File: config.mk
export PLATFORM = sky130hd
export DESIGN_NAME = seq_pattern_tx
export DESIGN_NICKNAME = d
export VERILOG_FILES = /design/src/rtl/seq_pattern_tx.sv
export SDC_FILE = /design/constraint.sdc
export NUM_CORES = 1
export LEC_CHECK = 0
export CORE_AREA = 5 5 65 67
export DETAILED_ROUTE_END_ITERATION = 10
export DIE_AREA = 0 0 70 72
export PLACE_DENSITY = 0.77
export SYNTH_ARGS = -nofsm -noshare
export SYNTH_HDL_FRONTEND = slang
export SYNTH_SLANG_ARGS = --single-unit
File: constraint.sdc
create_clock -name clk -period 3.7 [get_ports clk]
set_input_delay 0.74 -clock clk [delete_from_list [all_inputs] [get_ports clk]]
set_output_delay 0.74 -clock clk [all_outputs]
set_load 0.05 [all_outputs]
File: src/rtl/seq_pattern_tx.sv
// -----------------------------------------------------------------------------
// seq_pattern_tx
//
// Serial pattern transmitter. Accepts a parallel bit pattern over a
// valid/ready handshake and shifts it out MSB-first (bit len-1 first), one bit
// per clock, with optional contiguous or gapped repetitions. Drives the
// serial bit-stream interface consumed by the sequence-detector FSMs.
//
// Parameters:
//   WIDTH  maximum pattern length in bits (>= 2)
//   CNT_W  width of the repeat and gap counters
//
// Ports:
//   clk        in   clock
//   rst        in   synchronous, active-high reset
//   in_valid   in   pattern request valid
//   in_ready   out  block can accept a pattern (state is IDLE)
//   in_data    in   pattern bits, bit len-1 sent first
//   in_len     in   number of bits to send (clamped to WIDTH, 0 = none)
//   in_repeat  in   additional repetitions (0 = send once)
//   in_gap     in   idle cycles between repetitions
//   o          out  serial data bit (0 whenever o_valid is 0)
//   o_valid    out  o carries a pattern bit this cycle
//   busy       out  frame in progress (SEND or GAP)
//   done       out  one-cycle pulse, frame complete
// -----------------------------------------------------------------------------
module seq_pattern_tx #(
  parameter  int WIDTH = 8,
  parameter  int CNT_W = 4,
  localparam int LEN_W = $clog2(WIDTH) + 1,
  localparam int IDX_W = $clog2(WIDTH)
) (
  input  logic             clk,
  input  logic             rst,
  input  logic             in_valid,
  output logic             in_ready,
  input  logic [WIDTH-1:0] in_data,
  input  logic [LEN_W-1:0] in_len,
  input  logic [CNT_W-1:0] in_repeat,
  input  logic [CNT_W-1:0] in_gap,
  output logic             o,
  output logic             o_valid,
  output logic             busy,
  output logic             done
);

  typedef enum logic [1:0] {
    S_IDLE = 2'd0,
    S_SEND = 2'd1,
    S_GAP  = 2'd2
  } state_t;

  state_t           r_state;
  logic [WIDTH-1:0] r_data;
  logic [IDX_W-1:0] r_first_idx;  // len-1, reloaded at the start of each repetition
  logic [IDX_W-1:0] r_idx;        // index of the bit currently on o
  logic [CNT_W-1:0] r_rep;        // repetitions still to send after the current one
  logic [CNT_W-1:0] r_gap;        // latched gap length
  logic [CNT_W-1:0] r_gap_cnt;    // gap cycles left, including the current one
  logic             r_o;
  logic             r_o_valid;
  logic             r_busy;
  logic             r_done;

  logic [LEN_W-1:0] w_len_eff;
  logic [IDX_W-1:0] w_first_idx;
  logic [IDX_W-1:0] w_idx_next;

  // Lengths beyond WIDTH are clamped so the index never leaves the pattern.
  assign w_len_eff   = (in_len > LEN_W'(WIDTH)) ? LEN_W'(WIDTH) : in_len;
  // Only meaningful when w_len_eff >= 1; the len=0 path never uses it.
  assign w_first_idx = IDX_W'(w_len_eff - LEN_W'(1));
  assign w_idx_next  = r_idx - IDX_W'(1);

  // NOTE: in_ready is a plain decode of the state register, not a registered
  // output, so a new accept can land on the same edge that ends the done cycle.
  assign in_ready = (r_state == S_IDLE);

  assign o       = r_o;
  assign o_valid = r_o_valid;
  assign busy    = r_busy;
  assign done    = r_done;

  // Outputs are computed one edge ahead: whatever is assigned to r_o/r_o_valid
  // here is what the consumer sees during the following cycle.
  // NOTE: every state element uses non-blocking assignment so all registers
  // update from the same pre-edge values regardless of statement order.
  always_ff @(posedge clk) begin
    if (rst) begin
      r_state     <= S_IDLE;
      r_data      <= '0;
      r_first_idx <= '0;
      r_idx       <= '0;
      r_rep       <= '0;
      r_gap       <= '0;
      r_gap_cnt   <= '0;
      r_o         <= 1'b0;
      r_o_valid   <= 1'b0;
      r_busy      <= 1'b0;
      r_done      <= 1'b0;
    end else begin
      r_done <= 1'b0;

      case (r_state)
        S_IDLE: begin
          if (in_valid) begin
            r_data      <= in_data;
            r_first_idx <= w_first_idx;
            r_rep       <= in_repeat;
            r_gap       <= in_gap;
            if (w_len_eff == '0) begin
              // Empty frame: nothing is sent, completion is reported at once.
              r_done <= 1'b1;
            end else begin
              r_state   <= S_SEND;
              r_idx     <= w_first_idx;
              r_o       <= in_data[w_first_idx];
              r_o_valid <= 1'b1;
              r_busy    <= 1'b1;
            end
          end
        end

        S_SEND: begin
          if (r_idx != '0) begin
            r_idx <= w_idx_next;
            r_o   <= r_data[w_idx_next];
          end else if (r_rep != '0) begin
            r_rep <= r_rep - CNT_W'(1);
            if (r_gap != '0) begin
              r_state   <= S_GAP;
              r_gap_cnt <= r_gap;
              r_o       <= 1'b0;
              r_o_valid <= 1'b0;
            end else begin
              // Zero gap: next repetition follows with no bubble.
              r_idx <= r_first_idx;
              r_o   <= r_data[r_first_idx];
            end
          end else begin
            r_state   <= S_IDLE;
            r_o       <= 1'b0;
            r_o_valid <= 1'b0;
            r_busy    <= 1'b0;
            r_done    <= 1'b1;
          end
        end

        S_GAP: begin
          if (r_gap_cnt == CNT_W'(1)) begin
            r_state   <= S_SEND;
            r_idx     <= r_first_idx;
            r_o       <= r_data[r_first_idx];
            r_o_valid <= 1'b1;
          end else begin
            r_gap_cnt <= r_gap_cnt - CNT_W'(1);
          end
        end

        default: begin
          r_state   <= S_IDLE;
          r_o       <= 1'b0;
          r_o_valid <= 1'b0;
          r_busy    <= 1'b0;
        end
      endcase
    end
  end

endmodule

==> results of run 1 <==
-- path summary, 6_finish.rpt --
path | from | endpoint | slack, ps | cells past startpoint
max | in_len[3] | o | 850 | 9
min | r_data[2] | r_data[2] | 490 | 2
max reg2reg | r_state[1] | r_rep[0] | 1280 | 7
min reg2reg | r_data[2] | r_data[2] | 490 | 2
-- power by group --
group	switching [uW]	leakage, uW	internal, uW
Combinational	557	0.000590	419
Sequential	88.7	0.000263	435
Clock	124	0.0000515	179
Total	770	0.000904	1030
-- cell families (layout without fill, tap and decap cells) --
kind of cell | after synthesis | after routing | synth area share
mux | 14 | 14 | 0.103
flops | 32 | 32 | 0.324
fa+ha+maj | 11 | 11 | 0.0697
xor+xnor | 1 | 1 | 0.00443
buf+inv | 21 | 47 | 0.0399
simple gates | 96 | 96 | 0.252
compound gates | 62 | 62 | 0.206
-- per-stage QoR --
step / utilization / instances
6_report: 0.663 / 311
5_1_grt: 0.663 / 311
4_1_cts: 0.663 / 311
3_5_place_dp: 0.636 / 303
3_3_place_gp: 0.636 / 303
2_1_floorplan: - / 237
-- routing by layer --
| layer | vias to the layer above | track usage | part of all wire |
|---|---|---|---|
| met5 | - | 0 | 0 |
| met4 | 0 | 0.0830 | 0.025 |
| met3 | 11 | 0.0540 | 0.049 |
| met2 | 39 | 0.295 | 0.45 |
| met1 | 807 | 0.260 | 0.48 |
| li1 | 893 | - | - |
-- state kept, by name, indices dropped and copies added, names as in the netlist --
name	count
busy	1
done	1
o	1
o_valid	1
r_data	8
r_first_idx	3
r_gap	4
r_gap_cnt	4
r_idx	3
r_rep	4
r_state	2
-- cells in the mapped netlist (2+ instances only) --
cell	count
sky130_fd_sc_hd__a211oi_1	5
sky130_fd_sc_hd__o41ai_1	2
sky130_fd_sc_hd__nand3b_1	2
sky130_fd_sc_hd__nor2_1	25
sky130_fd_sc_hd__a21oi_1	23
sky130_fd_sc_hd__a31oi_1	4
sky130_fd_sc_hd__o21ai_0	9
sky130_fd_sc_hd__a21bo_2	2
sky130_fd_sc_hd__inv_1	10
sky130_fd_sc_hd__and2b_1	2
sky130_fd_sc_hd__mux2i_1	8
sky130_fd_sc_hd__nor3b_1	2
sky130_fd_sc_hd__o2111ai_1	2
sky130_fd_sc_hd__nor2b_1	7
sky130_fd_sc_hd__o22ai_1	2
sky130_fd_sc_hd__clkbuf_1	8
sky130_fd_sc_hd__and2_1	2
sky130_fd_sc_hd__buf_1	2
sky130_fd_sc_hd__ha_1	11
sky130_fd_sc_hd__dfxtp_1	32
sky130_fd_sc_hd__nor4_1	2
sky130_fd_sc_hd__nand3_1	3
sky130_fd_sc_hd__mux4_2	5
sky130_fd_sc_hd__o31ai_1	3
sky130_fd_sc_hd__nand2b_1	6
sky130_fd_sc_hd__nand2_1	34
sky130_fd_sc_hd__nor3_1	2
-- worst reg2reg max path: cells and delay by family (launching register included) --
family	cells	cell delay [ps]
and+or+nand+nor	1	220
AOI/OAI and AO/OA	3	750
buffers and inverters	2	480
DFF	1	360
adders and majority gates	1	460
-- final cells by class --
cell class | instances | area share
multi-input cells | 184 | 0.530
clock buffers | 7 | 0.0274
well taps | 48 | 0.0253
inverters | 11 | 0.0174
repair buffers | 28 | 0.117
clock inverters | 1 | 0.0127
flip-flops and latches | 32 | 0.270
==> run_summary.xml, run 1 <==
<?xml version="1.0" encoding="UTF-8"?>
<metrics>
  <group name="status">
    <metric name="status" unit="">finished clean</metric>
  </group>
  <group name="timing">
    <metric name="worst_slew_pin_slew" unit="ps">785</metric>
    <metric name="hold_viol_final" unit="">0</metric>
    <metric name="post-route-worst-setup-slack" unit="ps">855</metric>
    <metric name="drv_slew" unit="">0</metric>
    <metric name="grt_setup_unrepaired" unit="">no</metric>
    <metric name="max_freq" unit="GHz">0.351</metric>
    <metric name="finalCriticalPeriod" unit="ps">2850</metric>
    <metric name="whs" unit="ps">488</metric>
    <metric name="clock_skew" unit="ps">10.5</metric>
    <metric name="finalSetupTns" unit="ps">0</metric>
    <metric name="timing.final.crit_share" unit="">0.769</metric>
    <metric name="setup_viol" unit="">0</metric>
    <metric name="relSlewSlack" unit="">0.475</metric>
  </group>
  <group name="clock_network">
    <metric name="clk_pin_slew_worst_paths" unit="ps">100</metric>
    <metric name="tritoncts_clock_tree" unit="">done</metric>
    <metric name="clkSinkCount" unit="">32</metric>
    <metric name="numCtsBuffers" unit="">5</metric>
    <metric name="number_of_buffers_added_to_fix_hold_violations_after_cts" unit="">0</metric>
    <metric name="cts_resized" unit="">0</metric>
    <metric name="clock_tree.buffer_depth" unit="">2</metric>
    <metric name="clk_latency" unit="ps">340</metric>
    <metric name="post_cts.repair.setup_buffers" unit="">0</metric>
    <metric name="cts-htree-levels" unit="">2</metric>
    <metric name="cts.root.buffer_cell" unit="">sky130_fd_sc_hd__clkbuf_4</metric>
  </group>
  <group name="route">
    <metric name="detailedRoute.firstPassIterationCount" unit="">4</metric>
    <metric name="routed_wl" unit="um">4440</metric>
    <metric name="initialDrtViolationCount" unit="">105</metric>
    <metric name="postRouteAntennaNets" unit="">0</metric>
    <metric name="detail_route.vias_per_cell" unit="">5.63</metric>
    <metric name="route.detailed.drc" unit="">0</metric>
    <metric name="via_count" unit="">1750</metric>
    <metric name="detail_route.wl_per_cell" unit="um">14.3</metric>
  </group>
  <group name="cells_and_area">
    <metric name="n_antenna_cell" unit="">0</metric>
    <metric name="area.sequential" unit="um^2">641</metric>
    <metric name="stdcell_area" unit="um^2">2370</metric>
    <metric name="most_common_library_cell_in_the_layout_ignoring_fill_and_taps" unit="">sky130_fd_sc_hd__nand2_1</metric>
    <metric name="final_layout_size_suffix_gt1_frac" unit="">0.0951</metric>
    <metric name="final_cell_mix" unit="">sky130_fd_sc_hd__nand2_1, sky130_fd_sc_hd__dfxtp_1, sky130_fd_sc_hd__clkdlybuf4s50_1</metric>
    <metric name="final_nets" unit="">296</metric>
    <metric name="synthToLayoutAreaGrowth" unit="%">20.0</metric>
    <metric name="fillerInstances" unit="">310</metric>
    <metric name="multi_input_area" unit="um^2">1260</metric>
  </group>
  <group name="setup_path">
    <metric name="largest_fanout_on_the_critical_path" unit="">5</metric>
    <metric name="worst-path-buf-inv" unit="">2</metric>
    <metric name="cp_cell_sequence" unit="">clkdlybuf4s50_1 -&gt; and2b_1 -&gt; inv_1 -&gt; ha_1 -&gt; or3b_1 -&gt; a21boi_1 -&gt; nor4_1 -&gt; a32oi_1 -&gt; o41ai_1</metric>
    <metric name="criticalPathCategory" unit="">in -&gt; reg</metric>
    <metric name="crit_path_capture_type" unit="">flip-flop</metric>
    <metric name="crit_slowest_cell" unit="">sky130_fd_sc_hd__clkdlybuf4s50_1</metric>
    <metric name="path_delay_family" unit="">compound AO/OA/AOI/OAI gates</metric>
    <metric name="required" unit="ps">3910</metric>
    <metric name="critical_path.startpoint_type" unit="">input port</metric>
    <metric name="worst_ep_arrival" unit="ps">3060</metric>
    <metric name="critical-path-max-stage-delay" unit="ps">510</metric>
  </group>
  <group name="place">
    <metric name="portBuffers" unit="">27</metric>
    <metric name="gp_congestion" unit="">0.799</metric>
    <metric name="place_area" unit="um^2">2280</metric>
    <metric name="dp_hpwl" unit="um">3290</metric>
    <metric name="pre_cts_ws" unit="ps">518</metric>
  </group>
  <group name="logic_synthesis">
    <metric name="synth_top_cell_by_area" unit="">sky130_fd_sc_hd__dfxtp_1</metric>
    <metric name="syn_std_cell_area" unit="um^2">1980</metric>
    <metric name="synth_top_cells_by_area" unit="">sky130_fd_sc_hd__dfxtp_1, sky130_fd_sc_hd__ha_1, sky130_fd_sc_hd__nand2_1, sky130_fd_sc_hd__a21oi_1, sky130_fd_sc_hd__mux4_2</metric>
    <metric name="number_of_enable_type_register_cells_in_the_synthesized_netlist" unit="">0</metric>
    <metric name="synth_top_area_share" unit="">0.324</metric>
    <metric name="synth_nets" unit="">271</metric>
    <metric name="ys_ff_latch" unit="">32</metric>
    <metric name="ffs_w_async_s_r_synth" unit="">0</metric>
    <metric name="syn_warnings" unit="">0</metric>
    <metric name="ys_types" unit="">49</metric>
    <metric name="syn_area_per_cell" unit="um^2">8.34</metric>
    <metric name="synth_top_flop_cell" unit="">sky130_fd_sc_hd__dfxtp_1</metric>
    <metric name="ys_seq_area_frac" unit="">0.324</metric>
    <metric name="syn-instance-count" unit="">237</metric>
  </group>
  <group name="global_route">
    <metric name="grt_start_max_net_pins" unit="">22</metric>
    <metric name="number_of_antenna_violations_at_the_first_check_in_global_routing" unit="">0</metric>
    <metric name="track_usage" unit="">0.194</metric>
    <metric name="first_global_vias" unit="">1784</metric>
    <metric name="grt_pass1_wl" unit="um">7940</metric>
    <metric name="grt_remaining_overflow" unit="">0</metric>
  </group>
  <group name="power_and_ir_drop">
    <metric name="power.total" unit="uW">1800</metric>
    <metric name="pwr_density_cell" unit="nW/um^2">760</metric>
    <metric name="p_leak" unit="uW">0.000904</metric>
    <metric name="irDropWorstVdd" unit="V">0.000316</metric>
  </group>
  <group name="worst_hold_path">
    <metric name="worstHoldPathType" unit="">reg -&gt; reg</metric>
  </group>
  <group name="floorplanning">
    <metric name="core_region_area" unit="um^2">3580</metric>
    <metric name="design.die.area" unit="um^2">5040</metric>
    <metric name="num_rows" unit="">22</metric>
    <metric name="width_of_the_die" unit="um">70</metric>
    <metric name="die_y" unit="um">72</metric>
    <metric name="boundaryPins" unit="">28</metric>
    <metric name="initial_utilization" unit="">0.552</metric>
  </group>
  <group name="flow_run">
    <metric name="max_cap_viol_count" unit="">0</metric>
  </group>
</metrics>
No activity file was read; power rests on OpenSTA's default activity.
==> run 2, diff against run 1 <==
Settings changed: CORE_AREA 5 5 65 67 to 5 5 70 72, DIE_AREA 0 0 70 72 to 0 0 75 77, PLACE_DENSITY 0.77 to 0.7.
Clock period 3.7 ns to 2.5 ns, I/O delays scaled along.
==> run_summary.xml, run 2 (same netlist as run 1, synthesis figures left out) <==
<?xml version="1.0" encoding="UTF-8"?>
<metrics>
  <group name="status">
    <metric name="status" unit="">finished clean</metric>
  </group>
  <group name="flow_run">
    <metric name="max_cap_viol_count" unit="">0</metric>
  </group>
  <group name="cells_and_area">
    <metric name="fillerInstances" unit="">391</metric>
    <metric name="synthToLayoutAreaGrowth" unit="%">25.1</metric>
    <metric name="final_nets" unit="">309</metric>
    <metric name="area.sequential" unit="um^2">641</metric>
    <metric name="finalNonFillerCells" unit="">328</metric>
    <metric name="final_layout_size_suffix_gt1_frac" unit="">0.138</metric>
    <metric name="registers.top_by_ff_count" unit="">r_data</metric>
    <metric name="n_antenna_cell" unit="">0</metric>
    <metric name="final_cell_mix" unit="">sky130_fd_sc_hd__nand2_1, sky130_fd_sc_hd__dfxtp_1, sky130_fd_sc_hd__clkdlybuf4s50_1</metric>
    <metric name="most_common_library_cell_in_the_layout_ignoring_fill_and_taps" unit="">sky130_fd_sc_hd__nand2_1</metric>
    <metric name="number_of_flip_flops_in_the_largest_register" unit="">8</metric>
    <metric name="multi_input_area" unit="um^2">1260</metric>
  </group>
  <group name="setup_path">
    <metric name="path_delay_family" unit="">buffers and inverters</metric>
    <metric name="critical-path-max-stage-delay" unit="ps">480</metric>
    <metric name="required" unit="ps">2660</metric>
    <metric name="criticalPathCategory" unit="">in -&gt; reg</metric>
    <metric name="crit_path_capture_type" unit="">flip-flop</metric>
    <metric name="worst_ep_arrival" unit="ps">2400</metric>
    <metric name="largest_fanout_on_the_critical_path" unit="">5</metric>
    <metric name="cp_cell_sequence" unit="">clkdlybuf4s50_1 -&gt; and2b_1 -&gt; inv_1 -&gt; ha_1 -&gt; or3b_1 -&gt; a21boi_1 -&gt; buf_4 -&gt; nor4_1 -&gt; a32oi_1 -&gt; o41ai_1</metric>
    <metric name="crit_slowest_cell" unit="">sky130_fd_sc_hd__clkdlybuf4s50_1</metric>
    <metric name="worst-path-buf-inv" unit="">3</metric>
    <metric name="critical_path.startpoint_type" unit="">input port</metric>
  </group>
  <group name="timing">
    <metric name="max_freq" unit="GHz">0.448</metric>
    <metric name="clock_skew" unit="ps">3.25</metric>
    <metric name="whs" unit="ps">472</metric>
    <metric name="worst_slew_pin_slew" unit="ps">620</metric>
    <metric name="drv_slew" unit="">0</metric>
    <metric name="hold_viol_final" unit="">0</metric>
    <metric name="grt_setup_unrepaired" unit="">no</metric>
    <metric name="relSlewSlack" unit="">0.586</metric>
    <metric name="timing.final.crit_share" unit="">0.894</metric>
    <metric name="post-route-worst-setup-slack" unit="ps">266</metric>
    <metric name="finalCriticalPeriod" unit="ps">2230</metric>
    <metric name="setup_viol" unit="">0</metric>
  </group>
  <group name="clock_network">
    <metric name="clock_tree.buffer_depth" unit="">2</metric>
    <metric name="clkSinkCount" unit="">32</metric>
    <metric name="number_of_buffers_added_to_fix_hold_violations_after_cts" unit="">0</metric>
    <metric name="clk_latency" unit="ps">290</metric>
    <metric name="cts_resized" unit="">0</metric>
    <metric name="cts.root.buffer_cell" unit="">sky130_fd_sc_hd__clkbuf_8</metric>
    <metric name="numCtsBuffers" unit="">5</metric>
    <metric name="tritoncts_clock_tree" unit="">done</metric>
    <metric name="cts-htree-levels" unit="">2</metric>
    <metric name="clk_pin_slew_worst_paths" unit="ps">60</metric>
    <metric name="post_cts.repair.setup_buffers" unit="">0</metric>
  </group>
  <group name="place">
    <metric name="dp_hpwl" unit="um">3460</metric>
    <metric name="pre_cts_ws" unit="ps">-42.2</metric>
    <metric name="portBuffers" unit="">27</metric>
    <metric name="gp_congestion" unit="">0.819</metric>
    <metric name="dpl.cell_count" unit="">320</metric>
  </group>
  <group name="global_route">
    <metric name="grt-busiest-layer" unit="">met2</metric>
    <metric name="track_usage" unit="">0.173</metric>
    <metric name="grt_use_met3" unit="">0.0340</metric>
    <metric name="grt_start_max_net_pins" unit="">19</metric>
    <metric name="first_global_vias" unit="">1684</metric>
    <metric name="grt_remaining_overflow" unit="">0</metric>
    <metric name="groute.layer.met1.usage" unit="">0.238</metric>
    <metric name="number_of_antenna_violations_at_the_first_check_in_global_routing" unit="">0</metric>
    <metric name="global_route.usage.met2" unit="">0.263</metric>
    <metric name="grt_pass1_wl" unit="um">7870</metric>
  </group>
  <group name="route">
    <metric name="via_count" unit="">1788</metric>
    <metric name="initialDrtViolationCount" unit="">73</metric>
    <metric name="routed_wl" unit="um">4530</metric>
    <metric name="detailedRoute.firstPassIterationCount" unit="">4</metric>
    <metric name="route.detailed.drc" unit="">0</metric>
    <metric name="detail_route.wl_per_cell" unit="um">13.8</metric>
    <metric name="postRouteAntennaNets" unit="">0</metric>
    <metric name="detail_route.vias_per_cell" unit="">5.45</metric>
  </group>
  <group name="power_and_ir_drop">
    <metric name="sequentialPowerShare" unit="">0.287</metric>
    <metric name="power.total" unit="uW">2690</metric>
    <metric name="irDropWorstVdd" unit="V">0.000456</metric>
    <metric name="p_int" unit="uW">1530</metric>
    <metric name="p_leak" unit="uW">0.000967</metric>
    <metric name="p_clk_frac" unit="">0.152</metric>
    <metric name="net-switching-power" unit="uW">1160</metric>
    <metric name="power_frac_comb" unit="">0.560</metric>
    <metric name="pwr_density_cell" unit="nW/um^2">1090</metric>
    <metric name="swShare" unit="">0.431</metric>
  </group>
  <group name="floorplanning">
    <metric name="die_y" unit="um">77</metric>
    <metric name="core_region_area" unit="um^2">4230</metric>
    <metric name="boundaryPins" unit="">28</metric>
    <metric name="width_of_the_die" unit="um">75</metric>
    <metric name="num_rows" unit="">24</metric>
    <metric name="design.die.area" unit="um^2">5780</metric>
    <metric name="initial_utilization" unit="">0.467</metric>
  </group>
  <group name="worst_hold_path">
    <metric name="worstHoldPathType" unit="">reg -&gt; reg</metric>
  </group>
</metrics>
## run 2: cell types whose count changed in the layout (fill, tap and decap cells not counted)
cell,before,now
sky130_fd_sc_hd__buf_4,1,14
sky130_fd_sc_hd__clkbuf_4,5,0
sky130_fd_sc_hd__clkbuf_8,2,6
sky130_fd_sc_hd__clkinv_2,0,2
sky130_fd_sc_hd__bufinv_16,1,0
## run 2: layout make-up
cell class	count	share of cell area
multi-input combinational	184	0.508
timing repair buffer	41	0.152
clock inverter	2	0.00405
tap	52	0.0263
clock buffer	6	0.0334
inverter	11	0.0167
sequential	32	0.259
## run 2: final timing paths
| path | startpoint | to | slack (ps) | cells past startpoint |
|---|---|---|---|---|
| hold / removal | r_data[6] | r_data[6] | 470 | 2 |
| setup / recovery | in_len[3] | o | 270 | 10 |
| setup reg to reg | r_state[1] | r_rep[2] | 440 | 7 |
| hold reg to reg | r_data[6] | r_data[6] | 470 | 2 |
## run 2: power groups by stage
| stage | registers, uW | logic (uW) | clock network (uW) |
|---|---|---|---|
| 2_1_floorplan | 835 | 1050 | 0 |
| 3_3_place_gp | 780 | 1490 | 0 |
| 3_5_place_dp | 785 | 1510 | 0 |
| 4_1_cts | 774 | 1520 | 422 |
| 5_1_grt | 795 | 1680 | 446 |
| 6_report | 774 | 1510 | 411 |
## run 2: worst register-to-register path, stage by stage (launching register included)
cell and delay (ps):
sky130_fd_sc_hd__dfxtp_1 340, sky130_fd_sc_hd__inv_1 90, sky130_fd_sc_hd__ha_1 170, sky130_fd_sc_hd__clkinv_1 240, sky130_fd_sc_hd__o21ai_0 540, sky130_fd_sc_hd__nand2_1 250, sky130_fd_sc_hd__o21ai_0 220, sky130_fd_sc_hd__a21oi_1 80
## run 2: per-stage QoR
| step | instance area, um^2 | TNS, ps | util |
|---|---|---|---|
| floorplan | 1980 | 0 | - |
| global placement | 2380 | -4.67 | 0.562 |
| detailed placement | 2380 | -112 | 0.562 |
| CTS | 2470 | 0 | 0.584 |
| global route | 2470 | 0 | 0.584 |
| finish | 2470 | 0 | 0.584 |
## run 2: per-layer routing
metal	routed length, um	vias to the layer above
met5	0	-
met4	96	0
met3	202	8
met2	2030	39
met1	2210	820
li1	-	921
